## src/rtl/cp_len_scheduler.sv

```systemverilog
// Per-symbol cyclic-prefix length scheduler: streams a programmable CP-length list on AXI-Stream.
// Optional double-buffered list with commit/swap when CP_SCHED_SHADOW_EN is defined.
module cp_len_scheduler #(
  parameter int CP_LEN_W = 12,
  parameter int IDX_W    = 5
) (
  input  logic                clk,
  input  logic                rst_n,
  input  logic                enable,
  input  logic                cfg_wr_en,
  input  logic [IDX_W-1:0]    cfg_wr_addr,
  input  logic [CP_LEN_W-1:0] cfg_wr_data,
  input  logic [IDX_W-1:0]    cfg_last_idx,
  input  logic                cfg_restart,
  input  logic                cfg_commit,
  output logic [CP_LEN_W-1:0] m_cp_len_tdata,
  output logic                m_cp_len_tvalid,
  input  logic                m_cp_len_tready,
  output logic [IDX_W-1:0]    sym_idx,
  output logic                wrap,
  output logic                commit_pending
);

  localparam int DEPTH = 2 ** IDX_W;
`ifdef CP_SCHED_SHADOW_EN
  localparam int NBANK = 2;
`else
  localparam int NBANK = 1;
`endif

  typedef enum logic [0:0] {
    ST_IDLE  = 1'b0,
    ST_VALID = 1'b1
  } state_t;

  state_t              state_r, state_s;
  logic [IDX_W-1:0]    ptr_r, ptr_s;
  logic [CP_LEN_W-1:0] tdata_r, tdata_s;
  logic                tvalid_r, tvalid_s;
  logic [IDX_W-1:0]    sym_idx_r, sym_idx_s;
  logic                wrap_r, wrap_s;
  logic                restart_req_r, restart_req_s;
  logic                handshake_s;
  logic                at_last_s;
  logic                fetch_s;
  logic [IDX_W-1:0]    fetch_idx_s;
  logic [CP_LEN_W-1:0] fetch_data_s;
  logic [CP_LEN_W-1:0] list_r [NBANK][DEPTH];

`ifdef CP_SCHED_SHADOW_EN
  logic bank_r, bank_s;
  logic pending_r, pending_s;
`else
  logic unused_commit_s;
  assign unused_commit_s = cfg_commit;
`endif

  // List write port; storage is intentionally not reset so contents survive rst_n.
  always_ff @(posedge clk) begin
    if (cfg_wr_en) begin
`ifdef CP_SCHED_SHADOW_EN
      if (bank_r) begin
        list_r[0][cfg_wr_addr] <= cfg_wr_data;
      end else begin
        list_r[1][cfg_wr_addr] <= cfg_wr_data;
      end
`else
      list_r[0][cfg_wr_addr] <= cfg_wr_data;
`endif
    end
  end

  // Next-state, pointer advance, bank swap and fetch selection.
  always_comb begin
    state_s       = state_r;
    ptr_s         = ptr_r;
    tdata_s       = tdata_r;
    tvalid_s      = tvalid_r;
    sym_idx_s     = sym_idx_r;
    wrap_s        = 1'b0;
    restart_req_s = restart_req_r;
    fetch_s       = 1'b0;
    fetch_idx_s   = ptr_r;
    fetch_data_s  = {CP_LEN_W{1'b0}};
    handshake_s   = tvalid_r & m_cp_len_tready;
    at_last_s     = (ptr_r >= cfg_last_idx);

    case (state_r)
      ST_IDLE: begin
        restart_req_s = 1'b0;
        if (cfg_restart) begin
          fetch_idx_s = {IDX_W{1'b0}};
        end else begin
          fetch_idx_s = ptr_r;
        end
        ptr_s = fetch_idx_s;
        if (enable) begin
          fetch_s  = 1'b1;
          tvalid_s = 1'b1;
          state_s  = ST_VALID;
        end else begin
          tvalid_s = 1'b0;
          state_s  = ST_IDLE;
        end
      end
      ST_VALID: begin
        if (handshake_s) begin
          wrap_s        = at_last_s;
          restart_req_s = 1'b0;
          // A restart seen during a stall is deferred to this handshake.
          if (cfg_restart || restart_req_r || at_last_s) begin
            fetch_idx_s = {IDX_W{1'b0}};
          end else begin
            fetch_idx_s = ptr_r + {{(IDX_W-1){1'b0}}, 1'b1};
          end
          ptr_s = fetch_idx_s;
          if (enable) begin
            fetch_s  = 1'b1;
            tvalid_s = 1'b1;
            state_s  = ST_VALID;
          end else begin
            tvalid_s = 1'b0;
            state_s  = ST_IDLE;
          end
        end else begin
          if (cfg_restart) begin
            restart_req_s = 1'b1;
          end else begin
            restart_req_s = restart_req_r;
          end
        end
      end
      default: begin
        tvalid_s = 1'b0;
        state_s  = ST_IDLE;
      end
    endcase

`ifdef CP_SCHED_SHADOW_EN
    bank_s    = bank_r;
    pending_s = pending_r;
    if (pending_r) begin
      if (cfg_restart || (state_r == ST_IDLE) || (handshake_s && at_last_s)) begin
        bank_s    = ~bank_r;
        pending_s = 1'b0;
      end else begin
        pending_s = 1'b1;
      end
    end else if (cfg_commit) begin
      pending_s = 1'b1;
    end else begin
      pending_s = 1'b0;
    end
    if (bank_s) begin
      fetch_data_s = list_r[1][fetch_idx_s];
    end else begin
      fetch_data_s = list_r[0][fetch_idx_s];
    end
`else
    fetch_data_s = list_r[0][fetch_idx_s];
`endif

    if (fetch_s) begin
      tdata_s   = fetch_data_s;
      sym_idx_s = fetch_idx_s;
    end else begin
      tdata_s   = tdata_r;
      sym_idx_s = sym_idx_r;
    end
  end

  // Control and output registers.
  always_ff @(posedge clk or negedge rst_n) begin
    if (!rst_n) begin
      state_r       <= ST_IDLE;
      ptr_r         <= {IDX_W{1'b0}};
      tdata_r       <= {CP_LEN_W{1'b0}};
      tvalid_r      <= 1'b0;
      sym_idx_r     <= {IDX_W{1'b0}};
      wrap_r        <= 1'b0;
      restart_req_r <= 1'b0;
    end else begin
      state_r       <= state_s;
      ptr_r         <= ptr_s;
      tdata_r       <= tdata_s;
      tvalid_r      <= tvalid_s;
      sym_idx_r     <= sym_idx_s;
      wrap_r        <= wrap_s;
      restart_req_r <= restart_req_s;
    end
  end

`ifdef CP_SCHED_SHADOW_EN
  // Active-bank select and pending-commit flag.
  always_ff @(posedge clk or negedge rst_n) begin
    if (!rst_n) begin
      bank_r    <= 1'b0;
      pending_r <= 1'b0;
    end else begin
      bank_r    <= bank_s;
      pending_r <= pending_s;
    end
  end
  assign commit_pending = pending_r;
`else
  assign commit_pending = 1'b0;
`endif

  assign m_cp_len_tdata  = tdata_r;
  assign m_cp_len_tvalid = tvalid_r;
  assign sym_idx         = sym_idx_r;
  assign wrap            = wrap_r;

endmodule
```

## config.mk

```make
export PLATFORM = sky130hd
export DESIGN_NAME = cp_len_scheduler
export DESIGN_NICKNAME = d
export VERILOG_FILES = /design/src/rtl/cp_len_scheduler.sv
export SDC_FILE = /design/constraint.sdc
export NUM_CORES = 1
export LEC_CHECK = 0
export ABC_AREA = 0
export BUFFER_PORTS_ARGS = -buffer_cell sky130_fd_sc_hd__buf_4
export CORE_ASPECT_RATIO = 0.75
export CORE_MARGIN = 3
export CORE_UTILIZATION = 55
export DETAILED_ROUTE_END_ITERATION = 10
export PLACE_DENSITY = 0.72
export SYNTH_ARGS = -nofsm -noshare
export SYNTH_HDL_FRONTEND = slang
export SYNTH_SLANG_ARGS = --single-unit
```

## constraint.sdc

```tcl
create_clock -name clk -period 8.3 [get_ports clk]
set_input_delay 0 -clock clk [delete_from_list [all_inputs] [get_ports clk]]
set_output_delay 0 -clock clk [all_outputs]
set_load 0.03 [all_outputs]
```

Word-level counts from Yosys, hierarchy flattened
Memories as Yosys holds them, arrays and structs flattened.
Cells that the tools add are included.
{"block": "classes", "add_sub_neg": 1, "magnitude_cmp": 4, "muxes": 23, "n_bitwise": 4, "n_eq_ne": 2, "n_reduce_logical": 3}
{"operator": "$mux W384", "count": 1}
{"operator": "$bmux W12 S5", "count": 1}
{"operator": "$demux W12 S5", "count": 1}
{"operator": "$mux W12", "count": 3}
{"operator": "$mux W5", "count": 3}
{"operator": "$ge A6 B6 Y1 const B", "count": 2}
{"operator": "$not A5 Y6", "count": 2}
{"operator": "$pmux W5 S2", "count": 1}
{"operator": "$mux W1", "count": 9}
{"operator": "$pmux W1 S2", "count": 4}
{"operator": "$lt A6 B1 Y1 const B", "count": 1}
{"operator": "$add A5 B1 Y5 const B", "count": 1}
{"operator": "$ge A5 B5 Y1", "count": 1}
{"operator": "$ne A3 B2 Y1 const B", "count": 1}
{"operator": "$logic_or A1 B1 Y1", "count": 2}
{"operator": "$ne A2 B1 Y1 const B", "count": 1}
{"operator": "$and A1 B1 Y1", "count": 1}
{"operator": "$logic_and A1 B1 Y1", "count": 1}
{"operator": "$not A1 Y1", "count": 1}
{"block": "word_totals", "memories": 1, "out_inout_bits": 20, "ram_bits": 384, "regBits": 26, "inputBits": 29}
{"memory": "list_r", "depth": 1, "width": 384, "rd": 1, "rd_clocked_by_memory_dff": 0, "wr": 1, "line_no": "48", "text": "logic [CP_LEN_W-1:0] list_r [NBANK][DEPTH];"}

Depth between registers and ports, before layout
{"block": "logic_depth", "ltp_word": 9, "mapped_depth": 14, "mapped_depth_nobuf": 12}

Worst setup path after synthesis
Ideal clock, no wire load.
{"block": "synth_path", "path_kind": "register -> register", "from": "reg ptr_r[2]", "to": "reg tdata_r[11] (netlist: m_cp_len_tdata[11])", "t_required_ns": 8.160, "path_slack_ns": 5.657, "n_path_buf": 1, "setup_ns": 0.140, "path_stages_with_launch": 12, "t_arrival_ns": 2.503, "path_cell_list": "dfrtp_1 ha_1 nand2_1 o21ai_2 o21a_4 o21bai_1 a311oi_4 inv_2 and3_1 buf_2 a221oi_1 nand4_1"}
{"block": "synth_via", "elab_chain_cells": 9}
{"element": "start: declaration", "line_no": "37", "text": "logic [IDX_W-1:0] ptr_r, ptr_s;"}
{"element": "start signal: assignment", "line_no": "176", "text": "ptr_r <= {IDX_W{1'b0}};"}
{"element": "start signal: assignment", "line_no": "184", "text": "ptr_r <= ptr_s;"}
{"element": "$ge A5 B5 Y1", "line_no": "86", "text": "at_last_s = (ptr_r >= cfg_last_idx);"}
{"element": "$logic_or A1 B1 Y1", "line_no": "111", "text": "if (cfg_restart || restart_req_r || at_last_s) begin"}
{"element": "$mux W5", "line_no": "111"}
{"element": "$mux W5", "line_no": "107", "text": "if (handshake_s) begin"}
{"element": "$pmux W5 S2 (*)"}
{"element": "net fetch_idx_s[2]", "line_no": "46", "text": "logic [IDX_W-1:0] fetch_idx_s;"}
{"element": "$not A5 Y6 (not written as such) (*)", "line_no": "160", "text": "fetch_data_s = list_r[0][fetch_idx_s];"}
{"element": "$bmux W12 S5 (*)", "line_no": "160"}
{"element": "$mux W12 (not written as such) (*) (2 in series)", "line_no": "160"}
{"element": "end signal: assignment", "line_no": "177", "text": "tdata_r <= {CP_LEN_W{1'b0}};"}
{"element": "end signal: assignment", "line_no": "185", "text": "tdata_r <= tdata_s;"}
{"element": "end: declaration", "line_no": "38", "text": "logic [CP_LEN_W-1:0] tdata_r, tdata_s;"}
Mark *: on every way through the listed nets, which the timed path passes. The rest lies on a longest branch. The select of a mux whose other input is x is not followed.
A chain may end at the register's enable or synchronous reset.

Final worst setup path
{"block": "layout_path", "from": "reg ptr_r[2]", "to": "reg tdata_r[6] (netlist: m_cp_len_tdata[6])"}
{"block": "layout_via", "elab_chain_cells": 9}
{"element": "$ge A5 B5 Y1", "line_no": "86"}
{"element": "$logic_or A1 B1 Y1", "line_no": "111"}
{"element": "$mux W5", "line_no": "111"}
{"element": "$mux W5", "line_no": "107"}
{"element": "$pmux W5 S2 (*)"}
{"element": "$not A5 Y6 (not written as such) (*)", "line_no": "160"}
{"element": "$bmux W12 S5 (*)", "line_no": "160"}
{"element": "$mux W12 (not written as such) (*) (2 in series)", "line_no": "160"}
Every way passes the cells marked *; elsewhere a longest branch is shown, timed or not. The select of a mux whose other input is x is not followed.

==> results.txt <==
The flow ran to the end, and the final reports show no timing, DRC or antenna violations. The most critical setup path has its endpoint at m_cp_len_tdata[6]. The required time of the critical path came out at 8.66 ns.

The post-synth net total came out at 1,229. The endpoint identified for the worst register-to-register timing path is m_cp_len_tdata[6]. The number of setup violations in the final report came out at 0. The slew of the pin with the lowest slew margin came out at 1.21 ns.

The total power of the final layout came out at 5310 µW. Of the cells placed in the final design, the portion with a size suffix greater than 1 is 0.116. The sequential-to-total area share from yosys stat is 0.745. TritonCTS built the clock tree. The Yosys step of the flow raised 0 warnings. The layout net count is 1,286. Setup repair after global routing left no endpoint under its margin.

STA classifies the critical path startpoint as a flop. The final number of max-transition violations is 0. The global router's overall resource usage came out at 0.250. The number of diodes added for antenna fixing came out at 0. The relative slew slack is 0.188.

The initial antenna violation count is 0. After detailed routing, the total wire length is 39,600 µm. The routability-driven placement congestion ratio is 0.841. Averaged over all synthesized cells, the footprint is 13.7 µm². The worst setup path is captured at a flop. The worst setup path is of the flop to flop kind.

The top-level I/O count came out at 49. The number of rows in the core area is 53. The share of total power dissipated in sequential elements is 0.448.

The share of the cycle needed by the critical path after routing came out at 0.509. The static leakage came out at 0.00635 µW. The number of global-route vias before repair came out at 9,753. The total count of hold-check failures in the final report was 0. The die area is 31,800 µm².

After detailed routing, the number of vias per cell comes to 6.17. The setup clock skew after layout came out at 0.0147 ns. The count of buffers added on input and output ports is 46.

The power per cell area is 287 nW/µm². The part of the total power dissipated in the clock network is 0.325. The commonest cells after synthesis are edfxtp_1, nand2_1, nor2_1, a21oi_1, o21ai_0.

The maximum VDD drop is 189 µV. The arrival time at the worst endpoint is 4.59 ns. The tree built by TritonCTS fans out to 410 sinks. The register-to-register setup slack is 4.08 ns. Entering global routing, the biggest net connects 149 pins. The quantity of hold-fixing buffers added after cts is 20.

The final critical-path setup slack is 4.08 ns. The number of flops mapped to enable cells by yosys came out at 384. The share of synthesized registers carrying an async set or reset is 0.0634.

The post-CTS setup-driven buffer insertion count came out at 0. The detailed router finished its first iteration with 1,248 violations. For this run, the top clock speed supported by timing is 237 MHz. In this run the power spent charging and discharging nets is 1620 µW. The total of cells resized after clock tree synthesis came out at 0. The first-pass GRT wire length came out at 59,200 µm.

The deepest clock path buffer count came out at 3. The chip height is 155 µm. The mapped cell area came out at 16,300 µm². The standard cell with the maximum stage delay on the critical path is a2111oi_0.

The number of buffer and inverter stages on the critical path is 3. After synthesis, the cell types taking the most area are edfxtp_1, nand2_1, dfrtp_1. The number of search-and-repair iterations in the first detailed-routing pass is 5. The family with the most delay on the worst path is compound AO/OA/AOI/OAI gates. The most critical setup path has its startpoint at ptr_r[2]. After detailed routing, the average wire length per cell comes to 23.8 µm.

The number of clock buffers inserted by TritonCTS is 38. The core box area came out at 28,600 µm². The clock latency at the later pin of the worst-skew pair is 0.53 ns.

The clock edge transition at the registers on the reported setup and hold paths is 0.06 ns. The number of max-capacitance violations reported is 0. The top flip-flop cell by instance count after synthesis is edfxtp_1. The DRC violation count after routing came out at 0.

In this run the worst path has a maximum fanout of 148. The post-placement worst setup slack is 4.23 ns. The netlist uses 58 different library cells. The post-route setup TNS came out at 0 ns. Of the post-synthesis cell area, the dominant cell type holds 0.706. The cell count after synthesis came out at 1,194. The sum of overflow across all layers after global routing came out at 0. The number of levels in the clock H-tree came out at 2. Traced cell by cell, the critical path runs through ha_1, nand2_1, o21ai_2, o21ai_2, a31oi_4, buf_4, inv_4, buf_12, a21boi_0, a211oi_1, a2111oi_0, nand4_1.

The switching power share of the total came out at 0.304. The root cell of the clock tree is clkbuf_16. The combinational fraction of design power is 0.227. The dominant cell by count in the synthesized netlist is edfxtp_1.

Of all cell types, the one taking the most synthesized area is edfxtp_1. Counting flops and latches in the post-synthesis netlist gives 410. The post-synthesis to final-layout area growth came out at 13.1%. Counting I/O delays and the setup requirement, the final critical path takes 4.22 ns. The starting density of the core is 0.570. Internal power comes to 3690 µW. In this run the worst hold path is classified as primary input to flop.

The post-detailed-placement half-perimeter wirelength came out at 22,400 µm. The number of vias in the routed layout came out at 10,300. In this run the number of cells on the critical path is 12. In this run the critical register-to-register path is launched from ptr_r[2].

The number of cells on the worst reg-to-reg path came out at 12. The critical path's largest stage delay came out at 0.63 ns. The floorplan step set the die width to 205 µm. The count of nets left with antenna violations once routing finished came out at 0. In this design, the critical path's most frequently occurring cell is o21ai_2.
[cells by family after synthesis]
| family | synth area share |
|---|---|
| other | 0.000229 |
| adders and majority gates | 0.00459 |
| AOI/OAI and AO/OA | 0.109 |
| and+or+nand+nor | 0.110 |
| buffers and inverters | 0.0233 |
| muxes | 0.00735 |
| DFF | 0.745 |
[registers in the layout, indices dropped and copies added, names as in the netlist]
| signal | cells |
|---|---|
| m_cp_len_tdata | 12 |
| wrap | 1 |
| sym_idx | 5 |
| state_r | 1 |
| m_cp_len_tvalid | 1 |
| list_r | 384 |
| ptr_r | 5 |
| restart_req_r | 1 |
[metrics by stage]
stage / utilization / instance area, µm² / cells / hold WS [ns]
5_1_grt: 0.645 / 18500 / 1663 / 0.113
2_1_floorplan: - / 16300 / 1194 / -0.296
3_3_place_gp: 0.595 / 17100 / 1576 / -0.0503
3_5_place_dp: 0.595 / 17100 / 1576 / -0.0442
4_1_cts: 0.645 / 18500 / 1663 / 0.0794
6_report: 0.645 / 18500 / 1663 / 0.108
[area by class of cell]
| type | instances | area [µm²] |
|---|---|---|
| clock buffer | 53 | 1080 |
| inverter | 11 | 43.8 |
| clock inverter | 14 | 146 |
| timing repair buffer | 89 | 753 |
| tap | 385 | 482 |
| sequential | 410 | 12200 |
| fill | 2096 | 10200 |
| multi-input combinational | 701 | 3800 |
[power by group through the flow]
stage	clock network, µW	registers (µW)	logic (µW)
floorplan	0	2470	752
global placement	0	2420	1150
detailed placement	0	2420	1180
CTS	1740	2380	1190
global route	1840	2380	1310
finish	1730	2380	1200
[placed cells by master, fill, tap and decap left out, drive strengths merged, types with 9 or more instances in the layout]
master	netlist	layout
edfxtp	384	384
nand2	214	214
nor2	105	105
buf	39	70
a21oi	70	70
o21ai	65	65
clkbuf	33	53
nand3	32	32
a221oi	28	28
dfrtp	26	26
and3	25	25
o22ai	22	22
dlygate4sd3	0	19
a31oi	18	18
a311oi	13	13
mux2i	12	12
inv	11	12
a22o	11	11
nand4	11	11
clkinv	0	9
[tightest hold or removal path: cells and delay by family]
kind	cells	cell delay, ns
buffers and inverters	1	0.16
and+or+nand+nor	2	0.27
[worst min-delay path by stage]
stage	start	to	slack, ns	depth (start not counted)
floorplan	rst_n	m_cp_len_tdata[0]	-0.30	0
global placement	rst_n	wrap	-0.05	1
detailed placement	rst_n	wrap	-0.04	1
CTS	cfg_wr_addr[4]	list_r[0][165]	0.08	3
global route	cfg_wr_addr[4]	list_r[0][167]	0.11	3
finish	cfg_wr_addr[4]	list_r[0][167]	0.11	3
[routing by layer]
| metal | global-route usage | vias to the layer above | share of wire | wire [µm] |
|---|---|---|---|---|
| li1 | - | 4605 | - | - |
| met1 | 0.381 | 5106 | 0.42 | 16800 |
| met2 | 0.374 | 490 | 0.45 | 17900 |
| met3 | 0.0542 | 52 | 0.10 | 4080 |
| met4 | 0.0611 | 0 | 0.020 | 783 |
| met5 | 0 | - | 0 | 0 |
Power figures use the tool's default switching activity.
